## src/rtl/pg_pkg.sv

```systemverilog
// Shared types and sizes for the burst gate: state encoding and bus widths.
package pg_pkg;

    localparam int CNT_W = 24;
    localparam int LEN_W = 16;
    localparam int NCH   = 4;

    typedef enum logic [1:0] {
        IDLE  = 2'd0,
        ARMED = 2'd1,
        RUN   = 2'd2
    } pg_state_t;

endpackage

```

## src/rtl/pg_trig_sync.sv

```systemverilog
// Brings the external trigger pin into the pulse clock domain and flags its
// rising edge as a one-cycle pulse.
module pg_trig_sync (
    input  logic i_clk,
    input  logic i_res_n,
    input  logic i_trig,
    output logic o_rise
);

    logic sync1;
    logic sync2;
    logic sync2_d;

    // Two-flop synchronizer plus a delayed copy used to spot the 0->1 transition.
    always_ff @(posedge i_clk or negedge i_res_n) begin
        if (!i_res_n) begin
            sync1   <= 1'b0;
            sync2   <= 1'b0;
            sync2_d <= 1'b0;
        end else begin
            sync1   <= i_trig;
            sync2   <= sync1;
            sync2_d <= sync2;
        end
    end

    assign o_rise = sync2 & ~sync2_d;

endmodule

```

## src/rtl/pg_burst_gate.sv

```systemverilog
// Burst gate: opens the four channel pulse lines for a counted number of
// counter periods (or until stopped), always on period boundaries.
module pg_burst_gate
    import pg_pkg::*;
(
    input  logic             i_clk,
    input  logic             i_res_n,
    input  logic [CNT_W-1:0] i_cnt,
    input  logic [NCH-1:0]   i_pulse,
    input  logic             i_start,
    input  logic             i_stop,
    input  logic             i_trig,
    input  logic             i_trig_en,
    input  logic [LEN_W-1:0] i_burst_len,
    output logic [NCH-1:0]   o_pulse,
    output logic             o_busy,
    output logic             o_done,
    output logic [LEN_W-1:0] o_period_num
);

    logic [CNT_W-1:0] prev_cnt;
    logic             ps;
    logic             trig_rise;
    logic             start_req;
    pg_state_t        state;
    logic [LEN_W-1:0] len_q;
    logic             stop_pending;
    logic             run_end;
    logic             gate_next;
    logic             gate_eff;

    pg_trig_sync u_trig_sync (
        .i_clk   (i_clk),
        .i_res_n (i_res_n),
        .i_trig  (i_trig),
        .o_rise  (trig_rise)
    );

    assign start_req = i_start | (trig_rise & i_trig_en);

    // Remember last cycle's counter so a period start fires only on the step into zero.
    always_ff @(posedge i_clk or negedge i_res_n) begin
        if (!i_res_n) begin
            prev_cnt <= {CNT_W{1'b1}};
        end else begin
            prev_cnt <= i_cnt;
        end
    end

    assign ps = (i_cnt == '0) && (prev_cnt != '0);

    assign run_end = stop_pending || ((len_q != '0) && (o_period_num == len_q));

    // Gate state that will hold from the coming period start onward.
    always_comb begin
        gate_next = 1'b0;
        case (state)
            ARMED:   gate_next = !i_stop;
            RUN:     gate_next = !run_end;
            default: gate_next = 1'b0;
        endcase
    end

    assign gate_eff = ps ? gate_next : (state == RUN);

    // Burst sequencing with registered status outputs and the gated pulse register.
    always_ff @(posedge i_clk or negedge i_res_n) begin
        if (!i_res_n) begin
            state        <= IDLE;
            o_pulse      <= '0;
            o_busy       <= 1'b0;
            o_done       <= 1'b0;
            o_period_num <= '0;
            len_q        <= '0;
            stop_pending <= 1'b0;
        end else begin
            o_done  <= 1'b0;
            o_pulse <= i_pulse & {NCH{gate_eff}};
            case (state)
                IDLE: begin
                    stop_pending <= 1'b0;
                    if (start_req && !i_stop) begin
                        state  <= ARMED;
                        o_busy <= 1'b1;
                    end
                end
                ARMED: begin
                    if (i_stop) begin
                        state  <= IDLE;
                        o_busy <= 1'b0;
                    end else if (ps) begin
                        state        <= RUN;
                        len_q        <= i_burst_len;
                        o_period_num <= 16'd1;
                    end
                end
                RUN: begin
                    if (ps && run_end) begin
                        state        <= IDLE;
                        o_busy       <= 1'b0;
                        o_done       <= 1'b1;
                        o_period_num <= '0;
                        stop_pending <= 1'b0;
                    end else begin
                        if (ps) begin
                            o_period_num <= o_period_num + 16'd1;
                        end
                        if (i_stop) begin
                            stop_pending <= 1'b1;
                        end
                    end
                end
                default: begin
                    state  <= IDLE;
                    o_busy <= 1'b0;
                end
            endcase
        end
    end

endmodule
```

## config.mk

```make
export PLATFORM = sky130hd
export DESIGN_NAME = pg_burst_gate
export DESIGN_NICKNAME = d
export VERILOG_FILES = /design/src/rtl/pg_pkg.sv /design/src/rtl/pg_trig_sync.sv /design/src/rtl/pg_burst_gate.sv
export SDC_FILE = /design/constraint.sdc
export NUM_CORES = 1
export LEC_CHECK = 0
export ABC_AREA = 1
export CORE_MARGIN = 2
export CORE_UTILIZATION = 44
export DETAILED_ROUTE_END_ITERATION = 7
export DONT_BUFFER_PORTS = 1
export PLACE_DENSITY_LB_ADDON = 0.3
export SLEW_MARGIN = 20
export SYNTH_ARGS = -nofsm -noshare
export SYNTH_HDL_FRONTEND = slang
export SYNTH_HIERARCHICAL = 1
export SYNTH_SLANG_ARGS = --single-unit
```

## constraint.sdc

```tcl
create_clock -name i_clk -period 1.75 [get_ports i_clk]
set_input_delay 0.2625 -clock i_clk [delete_from_list [all_inputs] [get_ports i_clk]]
set_output_delay 0.2625 -clock i_clk [all_outputs]
set_load 0.005 [all_outputs]
```

== Yosys cells after proc, flatten, opt, wreduce, memory -nomap -nowiden ==
Cells that the tools add are included.

* $add $sub $neg: 1
* Equal/unequal tests: 11
* Mux-type cells: 21
* Bitwise gates (word level): 6
* Reductions and logical operators: 18

{| class="wikitable"
|+ Operator list
! cell !! number
|-
| 16-bit 2-to-1 mux || 4
|-
| 16-bit one-hot mux with 2 select lines || 1
|-
| 24-bit logical NOT || 1
|-
| 24-bit nonzero test || 1
|-
| 16-bit by 1-bit adder with 16-bit output, second input constant || 1
|-
| 16-bit == test || 1
|-
| 16-bit nonzero test || 1
|-
| 3-bit AND reduction || 3
|-
| 1-bit 2-to-1 mux || 8
|-
| 2-bit 2-to-1 mux || 4
|-
| 2-bit != test, second input constant || 4
|-
| 3-bit by 2-bit != test with 1-bit output, second input constant || 2
|-
| 2-bit one-hot mux with 3 select lines || 1
|-
| 4-bit bitwise AND || 1
|-
| 1-bit logical AND || 4
|-
| 1-bit one-hot mux with 2 select lines || 2
|-
| 4-bit AND reduction || 1
|-
| 2-bit nonzero test || 2
|-
| 3-bit != test, second input constant || 1
|-
| 1-bit one-hot mux with 3 select lines || 1
|-
| 1-bit bitwise AND || 2
|-
| 2-bit by 1-bit == test with 1-bit output, second input constant || 1
|-
| 2-bit == test, second input constant || 1
|-
| 1-bit logical NOT || 2
|-
| other kinds (6) || 7
|}

* Register bits after elaboration: 68
* Input bits: 50
* Output and inout port bits: 22
* Logic and storage cells: 68

== Longest topological paths before layout ==
* Depth after elaboration: 7
* Gate-level depth with buffers: 14
* Depth with buffers taken out: 13

== Modules after synthesis ==
The synthesis kept the hierarchy.

{| class="wikitable"
|+ Modules (own cells, without submodules)
! module !! instances !! cells an instance !! area an instance (um^2) !! seq. area each (um^2)
|-
| pg_burst_gate || 1 || 392 || 3171.8 || 1656.6
|-
| pg_trig_sync || 1 || 5 || 85.1 || 75.1
|}

== Worst setup path before layout ==
OpenSTA, ideal clock, no wires.

* Kind: register to register
* Start: register state[0]
* End: register o_period_num[4]
* Library setup time: 0.072 ns
* Arrival: 1.528 ns
* Data required time: 1.678 ns
* Slack: 0.151 ns
* Stages on the path, launching flop included: 11
* Buffers on the path: 0
* Clock period less this slack: 1.599 ns
* Cells stage by stage: dfrtp_1 -> inv_1 -> ha_1 -> inv_2 -> nor2_2 -> inv_2 -> a21oi_2 -> nand2_1 -> o21bai_1 -> nand2_1 -> nor2_1

* Cells in the longest elaborated chain, start to end: 3
* Elaborated cells between the ends (all ways): 8
* Those cells by class: eq/ne: 5; mux: 1; reduce/logical: 2

{| class="wikitable"
|+ RTL lines
! what !! RTL line !! RTL
|-
| from (decl) || pg_burst_gate.sv:25 || <nowiki>pg_state_t state;</nowiki>
|-
| from (signal assigned) || pg_burst_gate.sv:69 || <nowiki>state <= IDLE;</nowiki>
|-
| from (signal assigned) || pg_burst_gate.sv:83 || <nowiki>state <= ARMED;</nowiki>
|-
| from (signal assigned) || pg_burst_gate.sv:89 || <nowiki>state <= IDLE;</nowiki>
|-
| 2-bit == test / 2-bit by 1-bit == test with 1-bit output (equally long branches) || pg_burst_gate.sv:79 || <nowiki>case (state)</nowiki>
|-
| 3-bit by 2-bit != test with 1-bit output (no source line) (tied with other cells) || -- ||
|-
| 4-bit AND reduction (no source line) || -- ||
|-
| to (signal assigned) || pg_burst_gate.sv:106 || <nowiki>o_period_num <= o_period_num + 16'd1;</nowiki>
|-
| to (decl) || pg_burst_gate.sv:18 || <nowiki>output logic [LEN_W-1:0] o_period_num</nowiki>
|}

Parallel ways exist; a longest one is shown, timed or not.
A chain may end at the register's enable or synchronous reset.

== Worst setup path in the final report ==
* Start: register state[0]
* End: register o_period_num[8]

Same word-level chain as after synthesis.

==> run metrics <==
mean area per synthesized cell=8.20 sq um; CTS tree=yes; Slew @ Worst Pin=297 ps; setup ws final=50.3 ps; Setup Slack @ Placement=26.4 ps; ratio of cells with drive above 1 in the final layout=0.276; Placer Congestion=0.903; area of the core=7210 sq um; Rows=31; Critical Path End Type=flop; Antenna Nets Post-Route=0; CTS buffer count=9; Hold Slack=-408 ps; critical path launch point type=flop; failing checks=hold timing; Final Hold Vio Count=68; IO Count=72; die area=8110 sq um; placed cell area=3670 sq um; leakage=2.21 nW; DRT Pass-1 Iters=4; final-layout fill cell count=639; f_max=0.588 GHz; footprint of the multi-input gates=1350 sq um; commonest non-fill, non-tap cell in the layout=nand2_1; Synth warnings=6; via-per-instance ratio=4.79; Netlist cell types=32; clock period minus worst slack=1700 ps; syn nets=451; nets=541; final period utilization=0.971; root buf cell=clkbuf_8; Critical R2R Launch=state[0]$_DFFE_PN0P_; synthesized area=3260 sq um; Clock transition at path regs=90 ps; fin. max-slew vios=0; sequential share of the synthesized area=0.532; CTS Buffer Depth=2; Detailed Route Iter0 Violations=165; DRC Markers=0; hpwl dp=5380 um; vias in the first global route=2838; CTS Hold Bufs=29; area grow syn2layout=33.7%; Starting Density=0.451; Crit Path Max Fanout=8; DRT Wirelength=7810 um; hold crit path type=input port to asynchronous set/reset pin; maximum VDD drop=0.000726 V; commonest non-fill, non-tap cells in the layout=nand2_1, nor2_1, buf_4; die width=90.0 um; status=finished with violations; Cell Pwr Density=849 nW/um^2; CP Class=flop to flop; gr usage total=0.197; Die Ht=90.0 um; Req. time, crit path=2000 ps; Max Cap Violations=0; # port buffers=0; Setup Skew=12.5 ps; first-pass GRT wire length=12700 um; relative slew slack=0.801; initial antenna violation count=0; Clk Latency, worst-skew pair=360 ps; via count=2830; Post-Syn Instances=397; drt wl/cell=13.2 um; register bit total from synthesis=68; GRT overflow=0; H-tree Lvls=3; Sink Count=68; Setup-failing EPs final=0; Sequential cell area=1740 sq um; Design Area, Final=4350 sq um; antenna fix cells=0; largest net degree at the start of global routing=69; crit path DAT=1950 ps; Setup crit start=state[0]$_DFFE_PN0P_
-- power breakdown --
part,internal [mW],total (mW),switching [mW]
registers,1.68,1.73,0.0521
clock network,0.678,1.35,0.670
logic,0.282,0.616,0.335
total,2.64,3.70,1.06
-- synthesized netlist by cell type --
master	number	share of area
nand2_1	102	0.12
nor2_1	77	0.089
inv_1	46	0.053
dfrtp_1	44	0.34
dfstp_2	24	0.19
a21oi_1	21	0.032
nand3_1	14	0.022
nand4_1	13	0.025
o21ai_0	9	0.014
nor2_2	8	0.015
inv_2	6	0.0069
nand2_2	5	0.0096
ha_1	4	0.015
xor2_1	3	0.0081
buf_2	2	0.0031
inv_4	2	0.0038
nand2_4	2	0.0069
a21o_1	1	0.0023
a21oi_2	1	0.0027
a22oi_1	1	0.0023
buf_6	1	0.0035
clkbuf_1	1	0.0012
mux2_2	1	0.0035
nand3_2	1	0.0031
nor2_8	1	0.0061
nor3_1	1	0.0015
nor3_2	1	0.0031
nor4_4	1	0.0065
o211ai_1	1	0.0023
o21ai_4	1	0.0050
o21bai_1	1	0.0023
or2_2	1	0.0019
-- registers in the layout (all words and copies together) (netlist names) --
| register | count |
|---|---|
| stop_pending | 1 |
| len_q | 16 |
| state | 2 |
| u_trig_sync/sync2_d | 1 |
| u_trig_sync/sync2 | 1 |
| o_period_num | 16 |
| o_pulse | 4 |
| u_trig_sync/sync1 | 1 |
| o_busy | 1 |
| prev_cnt | 24 |
| o_done | 1 |
-- timing repair --
item                                    in CTS  in global routing
endpoints found under the setup margin       0                 38
setup buffers                                0                 10
gates resized for setup                      0                 21
endpoints found under the hold margin       97                 68
-- cell families after synthesis --
kind of cell | share of synthesized area
XOR/XNOR | 0.00807
AO/OA/AOI/OAI | 0.0630
flip-flops | 0.532
multiplexers | 0.00346
AND/OR/NAND/NOR | 0.307
adder cells (fa/ha/maj) | 0.0154
buffers and inverters | 0.0715
-- final timing paths --
check / end / slack [ps] / cells after the start
worst max register to register: o_period_num[8]$_DFFE_PN0P_ / 50 / 9
worst min-delay path: len_q[10]$_DFFE_PN0P_ / -410 / 0
worst min register to register: u_trig_sync/sync2$_DFF_PN0_ / 370 / 0
min in group i_clk: len_q[4]$_DFFE_PN0P_ / 60 / 1
max in group asynchronous: prev_cnt[15]$_DFF_PN1_ / 1960 / 0
worst max-delay path: o_period_num[8]$_DFFE_PN0P_ / 50 / 9
-- final cells by class --
class | instances | share of cell area
well taps | 99 | 0.0285
multi-input cells | 272 | 0.311
repair buffers | 81 | 0.165
inverters | 54 | 0.0494
clock inverters | 7 | 0.0184
flip-flops and latches | 68 | 0.399
repair inverters | 1 | 0.00115
clock buffers | 9 | 0.0285
-- per-layer routing --
metal / global-route usage / part of all wire / vias up
met1: 0.224 / 0.39 / 1317
met3: 0.0696 / 0.067 / 20
met2: 0.335 / 0.51 / 79
li1: - / - / 1414
met5: 0 / 0 / -
met4: 0.0885 / 0.030 / 0
-- worst max-delay path, cell delays in order (launching register included) --
cell and delay, ps:
dfrtp_1 410, buf_4 150, ha_4 160, nor2_2 150, buf_4 140, o21ai_4 60, buf_12 140, buf_6 130
nor2_4 190, nor2_1 70
-- metrics by stage --
stage | hold slack (ps) | TNS [ps] | instances | power (mW) | util
after floorplan | -33.1 | 0 | 397 | 2.08 | -
after global placement | -29.8 | 0 | 534 | 2.22 | 0.509
after detailed placement | -29.7 | 0 | 534 | 2.23 | 0.509
after CTS | -426 | 0 | 579 | 3.65 | 0.577
after global routing | -436 | -98.8 | 591 | 3.89 | 0.603
final | -408 | 0 | 591 | 3.70 | 0.603
Power figures use the tool's default switching activity.
